<file path="src/rtl/mem_arb_pkg.sv">
// Shared definitions for the RAM port arbiter: FSM state encoding, grant-owner
// codes and the per-mode requester eligibility mask.
package mem_arb_pkg;

  typedef enum logic [1:0] {
    IDLE  = 2'd0,
    ISSUE = 2'd1,
    RWAIT = 2'd2,
    ACK   = 2'd3
  } arb_state_t;

  localparam logic [1:0] GNT_NONE = 2'd0;
  localparam logic [1:0] GNT_PROG = 2'd1;
  localparam logic [1:0] GNT_CPU  = 2'd2;
  localparam logic [1:0] GNT_DBG  = 2'd3;

  // Bit positions of the requesters inside eligibility vectors
  localparam int REQ_PROG = 0;
  localparam int REQ_CPU  = 1;
  localparam int REQ_DBG  = 2;

  // Program mode admits {dbg, prog}; run mode admits {dbg, cpu}
  function automatic logic [2:0] elig_mask(input logic prog_mode);
    return prog_mode ? 3'b101 : 3'b110;
  endfunction

endpackage

</file>
<file path="src/rtl/mem_arb_pick.sv">
// Winner selection for the RAM port: mode masking, prog > dbg fixed priority in
// program mode, cpu/dbg round-robin in run mode with its registered pointer.
module mem_arb_pick
  import mem_arb_pkg::*;
(
  input  logic       clock,
  input  logic       reset,
  input  logic       i_mode,
  input  logic       i_prog_req,
  input  logic       i_cpu_req,
  input  logic       i_dbg_req,
  input  logic       i_take,
  output logic [1:0] o_winner
);

  logic       r_rr_dbg;
  logic [2:0] w_req;
  logic [2:0] w_mask;
  logic [2:0] w_elig;

  assign w_req  = {i_dbg_req, i_cpu_req, i_prog_req};
  assign w_mask = elig_mask(i_mode);

  for (genvar gi = 0; gi < 3; gi++) begin : g_elig
    assign w_elig[gi] = w_req[gi] & w_mask[gi];
  end

  // cpu and dbg can only both be eligible in run mode, so the round-robin
  // branch never competes with the program-mode fixed priority.
  always_comb begin
    o_winner = GNT_NONE;
    if (w_elig[REQ_PROG]) begin
      o_winner = GNT_PROG;
    end else if (w_elig[REQ_CPU] && w_elig[REQ_DBG]) begin
      o_winner = r_rr_dbg ? GNT_DBG : GNT_CPU;
    end else if (w_elig[REQ_CPU]) begin
      o_winner = GNT_CPU;
    end else if (w_elig[REQ_DBG]) begin
      o_winner = GNT_DBG;
    end
  end

  always_ff @(posedge clock) begin
    if (reset) begin
      r_rr_dbg <= 1'b0;
    end else if (i_take && !i_mode && (o_winner != GNT_NONE)) begin
      r_rr_dbg <= (o_winner == GNT_CPU);
    end
  end

endmodule

</file>
<file path="src/rtl/mem_port_arbiter.sv">
// Req/ack transaction sequencer sharing one single-port RAM between programmer,
// core and debug monitor. Define MEM_PORT_ARB_WRPROTECT_EN for low-page write protection.
module mem_port_arbiter
  import mem_arb_pkg::*;
#(
  parameter int            AW         = 8,
  parameter int            DW         = 8,
  parameter int            RD_LAT     = 1,
  parameter logic [AW-1:0] PROT_LIMIT = 8'h10
)
(
  input  logic          clock,
  input  logic          reset,
  input  logic          mode,
  input  logic          prog_req,
  input  logic          prog_wr,
  input  logic [AW-1:0] prog_adrs,
  input  logic [DW-1:0] prog_wdata,
  output logic          prog_ack,
  input  logic          cpu_req,
  input  logic          cpu_wr,
  input  logic [AW-1:0] cpu_adrs,
  input  logic [DW-1:0] cpu_wdata,
  output logic          cpu_ack,
  input  logic          dbg_req,
  input  logic [AW-1:0] dbg_adrs,
  output logic          dbg_ack,
  output logic [DW-1:0] rdata,
  output logic [AW-1:0] mem_adrs,
  output logic [DW-1:0] mem_data,
  output logic          mem_wr_en,
  input  logic [DW-1:0] mem_q,
  output logic          busy,
  output logic [1:0]    grant_id
`ifdef MEM_PORT_ARB_WRPROTECT_EN
  ,
  output logic          wr_viol
`endif
);

`ifdef MEM_PORT_ARB_WRPROTECT_EN
  localparam bit PROT_EN = 1'b1;
`else
  localparam bit PROT_EN = 1'b0;
`endif

  localparam logic [1:0] CNT_LOAD = 2'(RD_LAT - 1);

  arb_state_t    r_state;
  logic [1:0]    r_grant_id;
  logic [1:0]    r_cnt;
  logic          r_wr;
  logic          r_wr_en;
  logic          r_busy;
  logic          r_prog_ack;
  logic          r_cpu_ack;
  logic          r_dbg_ack;
  logic [DW-1:0] r_rdata;
  logic [AW-1:0] r_mem_adrs;
  logic [DW-1:0] r_mem_data;

  logic [1:0]    w_winner;
  logic          w_take;
  logic          w_sel_wr;
  logic [AW-1:0] w_sel_adrs;
  logic [DW-1:0] w_sel_wdata;
  logic          w_wr_block;
  logic          w_ack_next;

  assign w_take = (r_state == IDLE) && (w_winner != GNT_NONE);

  mem_arb_pick u_pick (
    .clock      (clock),
    .reset      (reset),
    .i_mode     (mode),
    .i_prog_req (prog_req),
    .i_cpu_req  (cpu_req),
    .i_dbg_req  (dbg_req),
    .i_take     (w_take),
    .o_winner   (w_winner)
  );

  always_comb begin
    w_sel_wr    = 1'b0;
    w_sel_adrs  = dbg_adrs;
    w_sel_wdata = '0;
    case (w_winner)
      GNT_PROG: begin
        w_sel_wr    = prog_wr;
        w_sel_adrs  = prog_adrs;
        w_sel_wdata = prog_wdata;
      end
      GNT_CPU: begin
        w_sel_wr    = cpu_wr;
        w_sel_adrs  = cpu_adrs;
        w_sel_wdata = cpu_wdata;
      end
      default: ;
    endcase
  end

  // cpu only ever wins in run mode, so the owner check implies the mode check
  assign w_wr_block = PROT_EN && (w_winner == GNT_CPU) && w_sel_wr &&
                      (w_sel_adrs < PROT_LIMIT);

  assign w_ack_next = ((r_state == ISSUE) && r_wr) ||
                      ((r_state == RWAIT) && (r_cnt == 2'd0));

  always_ff @(posedge clock) begin
    if (reset) begin
      r_state    <= IDLE;
      r_grant_id <= GNT_NONE;
      r_cnt      <= 2'd0;
      r_wr       <= 1'b0;
      r_wr_en    <= 1'b0;
      r_busy     <= 1'b0;
      r_prog_ack <= 1'b0;
      r_cpu_ack  <= 1'b0;
      r_dbg_ack  <= 1'b0;
      r_rdata    <= '0;
      r_mem_adrs <= '0;
      r_mem_data <= '0;
    end else begin
      r_prog_ack <= w_ack_next && (r_grant_id == GNT_PROG);
      r_cpu_ack  <= w_ack_next && (r_grant_id == GNT_CPU);
      r_dbg_ack  <= w_ack_next && (r_grant_id == GNT_DBG);
      case (r_state)
        IDLE: begin
          if (w_take) begin
            r_state    <= ISSUE;
            r_grant_id <= w_winner;
            r_busy     <= 1'b1;
            r_wr       <= w_sel_wr;
            r_mem_adrs <= w_sel_adrs;
            r_mem_data <= w_sel_wdata;
            r_wr_en    <= w_sel_wr && !w_wr_block;
          end
        end
        ISSUE: begin
          r_wr_en <= 1'b0;
          if (r_wr) begin
            r_state <= ACK;
          end else begin
            r_state <= RWAIT;
            r_cnt   <= CNT_LOAD;
          end
        end
        RWAIT: begin
          if (r_cnt == 2'd0) begin
            r_rdata <= mem_q;
            r_state <= ACK;
          end else begin
            r_cnt <= r_cnt - 2'd1;
          end
        end
        ACK: begin
          r_state    <= IDLE;
          r_grant_id <= GNT_NONE;
          r_busy     <= 1'b0;
        end
        default: r_state <= IDLE;
      endcase
    end
  end

`ifdef MEM_PORT_ARB_WRPROTECT_EN
  logic r_wr_viol;

  always_ff @(posedge clock) begin
    if (reset) begin
      r_wr_viol <= 1'b0;
    end else if (w_take && w_wr_block) begin
      r_wr_viol <= 1'b1;
    end
  end

  assign wr_viol = r_wr_viol;
`endif

  // Reset gates the strobe immediately so a write caught in ISSUE never lands
  assign mem_wr_en = r_wr_en & ~reset;
  assign prog_ack  = r_prog_ack;
  assign cpu_ack   = r_cpu_ack;
  assign dbg_ack   = r_dbg_ack;
  assign rdata     = r_rdata;
  assign mem_adrs  = r_mem_adrs;
  assign mem_data  = r_mem_data;
  assign busy      = r_busy;
  assign grant_id  = r_grant_id;

endmodule

</file>
<file path="config.mk">
export PLATFORM = sky130hd
export DESIGN_NAME = mem_port_arbiter
export DESIGN_NICKNAME = d
export VERILOG_FILES = /design/src/rtl/mem_arb_pkg.sv /design/src/rtl/mem_arb_pick.sv /design/src/rtl/mem_port_arbiter.sv
export SDC_FILE = /design/constraint.sdc
export NUM_CORES = 1
export LEC_CHECK = 0
export BUFFER_PORTS_ARGS = -buffer_cell sky130_fd_sc_hd__buf_4
export CAP_MARGIN = 0
export CORE_UTILIZATION = 49
export DETAILED_ROUTE_END_ITERATION = 10
export PLACE_DENSITY = 0.84
export SLEW_MARGIN = 20
export SYNTH_ARGS = -nofsm -noshare
export SYNTH_HDL_FRONTEND = slang
export SYNTH_HIERARCHICAL = 1
export SYNTH_SLANG_ARGS = --single-unit
</file>
<file path="constraint.sdc">
create_clock -name clock -period 6.64 [get_ports clock]
set_clock_uncertainty 0.2 [all_clocks]
set_input_delay 1.328 -clock clock [delete_from_list [all_inputs] [get_ports clock]]
set_output_delay 1.328 -clock clock [all_outputs]
set_load 0.005 [all_outputs]
</file>
==> results.md <==
* Cell count after synthesis at 212
* Post-synth top flop: dfxtp_1
* Sequential fraction of the synthesis area at 41.4%
* Reg area at 741 um2
* CP max-delay cell: buf_4
* Die width at 62.4 um
* Synth top cells by count: 37 x dfxtp_1, 24 x a21oi_1, 24 x nor2_1, 20 x nand2_1, 18 x a22oi_1
* Largest incremental delay on the critical path at 0.33 ns
* Cts bufs inserted at 5
* Top-count cell post-synth: dfxtp_1
* Pleak at 1.13 nW
* Core area at 3420 um2
* Clock Tree Root: clkbuf_4
* Internal power at 0.000493 W
* Setup CP Type: in -> out
* Vias in the first global route at 1,624
* Latest clock arrival within the worst-skew pair at 0.34 ns
* Die H at 62.4 um
* Hold Path Depth at 2
* Slew headroom at 34.6%
* Pin count of the biggest net entering global routing at 38
* Clock Sinks at 37
* Async SR Flop Fraction at 0%
* R2R depth at 7
* DR pass1 iterations at 5
* Outcome: finished clean
* Die area at 3900 um2
* Multi-input logic area at 936 um2
* Number of remaining DRC errors at 0
* Sequential Power Share at 39.1%
* Post-CTS sizing at 0
* IO Port Bufs at 86
* Critical Path RT at 5.11 ns
* RePlAce Congestion at 0.766
* H-tree depth at 2
* Final HPWL DP at 2920 um
* Worst-path fanout max at 37
* Ports at 87
* Initial antenna violation count at 0
* Post-synth top area cell: dfxtp_1
* Max Clock Freq at 0.292 GHz
* Max VDD drop at 0.000149 V
* Final WL at 4050 um
* Cts hold-fix bufs at 0
* Met2 Use GR at 38.6%
* Post-CTS Setup Bufs at 0
* Worst hold path class: reg -> reg
* Syn_nets at 276
* Initial drt markers at 100
* Met3 usage at 5.84%
* Fin nets at 353
* Syn Area/Cell at 8.44 um2
* Fin crit period at 3.43 ns
* FF+latch count, synth at 37
* Wire length per cell at 12.1 um
* Layout cells sized above 1 at 33.6%
* Top Usage Layer GRT: met2
* FF-to-FF setup slack at 4.15 ns
* Final period utilization at 51.7%
* Total grt overflow at 0
* Fillers at 300
* Met1 usage at 25.6%
* Final setup viols at 0
* Clk buf depth at 2
* R2r endpoint: mem_adrs[3]
* Unique masters post-synth at 33
* Synthesis warning total at 6
* Synthesized area at 1790 um2
* Clk slew on worst S/H paths at 0.11 ns
* RSZ-0062 raised after global routing: no
* Logic pwr share at 41.3%
* FF-to-FF Start: u_pick/r_rr_dbg
* Power per Cell Area at 304 nW/um2
* Sw Share at 34.8%
* Clock network power share at 19.6%
* Max Cap Violations at 0
* Worst hold start: rdata[4]
* Area Overhead vs Synth at 39.0%
* CP Capture Type: primary output
* Post-route ant nets at 0
* FP Rows at 21
* Antenna diodes at 0
* Vias per Instance at 5.31
* GRT Total Usage at 22.3%
* Crit start category: input port
* Synth top area share at 41.4%
* Synth area leaders: dfxtp_1 41%, a22oi_1 7.6%, a21oi_1 6.7%
* CTS tree: yes
* Slew @ Worst Pin at 0.981 ns
* Setup TNS at 0 ns
* CP most frequent cell: buf_4
* Vias at 1,780
* Hold endpoint: rdata[4]
* Global-route wire length before repair at 6930 um
* Hold WS at 0.265 ns
* Number of synthesized flops with an enable pin at 0
* Final Hold Vio Count at 0
* Critical path arrival at 1.90 ns
* Max Slew Vio Count at 0
* P_sw at 0.000264 W
* Initial core utilization at 52.4%
* Worst path cell trace: buf_4, nor2b_1, buf_4
## cells in the final DEF, fill, tap and decap left out, drive strengths merged
cell type	synthesis	layout
o22ai	1	1
and3	1	1
nand4b	1	1
nand3b	1	1
a21bo	1	1
clkbuf	6	5
clkinv	0	1
nand2b	3	3
a22oi	18	18
a211o	8	8
nor2	24	24
nand2	20	20
ha	8	8
bufinv	0	1
or4	1	1
o31ai	1	1
a211oi	2	2
o32ai	2	2
inv	9	9
or3b	1	1
nand3	9	9
nor2b	3	3
and4b	1	1
and2	2	2
o21ai	5	5
nor3b	1	1
buf	10	86
a21oi	24	24
and3b	3	3
a22o	9	9
dfxtp	37	37
## area by class of cell
class | instances | share of cell area, %
Multi-Input combinational cell | 150 | 37.6
Sequential cell | 37 | 29.8
Timing Repair Buffer | 86 | 26.0
Tap cell | 46 | 2.32
Clock buffer | 5 | 1.51
Clock inverter | 2 | 1.41
Inverter | 9 | 1.36
## routing by layer
| layer | wire, um | vias up |
|---|---|---|
| li1 | - | 911 |
| met4 | 55 | 0 |
| met3 | 230 | 4 |
| met5 | 0 | - |
| met2 | 2000 | 57 |
| met1 | 1760 | 808 |
## per-stage QoR
stage                     util [%]  instance area (um2)  cells  total power, W  setup slack (ns)
final                         72.8                 2490    335        0.000756              3.21
after global routing          72.8                 2490    335        0.000816              3.09
after CTS                     72.8                 2490    335        0.000764              3.21
after detailed placement      70.7                 2410    328        0.000615              2.93
after global placement        70.7                 2410    328        0.000608              3.07
after floorplan                  -                 1790    212        0.000507              3.49
## registers in the layout, indices dropped and copies added, names as in the netlist
name and count:
grant_id 2, mem_data 8, cpu_ack 1, r_cnt 2, prog_ack 1, dbg_ack 1, busy 1, u_pick/r_rr_dbg 1
r_wr_en 1, mem_adrs 8, rdata 8, r_state 2, r_wr 1
## worst max path at each step
stage	from	endpoint	slack [ns]	cells after the start
detailed placement	cpu_req	mem_adrs[3]	2.93	8
global route	dbg_req	u_pick/r_rr_dbg	3.09	9
floorplan	reset	mem_wr_en	3.49	2
finish	reset	mem_wr_en	3.21	3
global placement	cpu_req	mem_adrs[3]	3.07	8
CTS	reset	mem_wr_en	3.21	3
## power groups by stage
stage                     registers [W]  logic, W  clock network (W)
after floorplan                0.000300  0.000207                  0
after global placement         0.000299  0.000309                  0
after detailed placement       0.000300  0.000314                  0
after CTS                      0.000296  0.000316           0.000153
after global routing           0.000302  0.000353           0.000161
final                          0.000296  0.000312           0.000148
## kinds of logic after synthesis
group	count (synthesis)	synth area share, %
buffers and inverters	25	6.29
DFF	37	41.4
adders and majority gates	8	5.59
AOI/OAI and AO/OA	71	27.4
and+or+nand+nor	71	19.3
## critical path, delay by kind of cell
| kind | cells | cell delay (ns) |
|---|---|---|
| AND/OR/NAND/NOR | 1 | 0.08 |
| buffers and inverters | 2 | 0.48 |
Note: power is estimated with default switching activity, not from simulation.
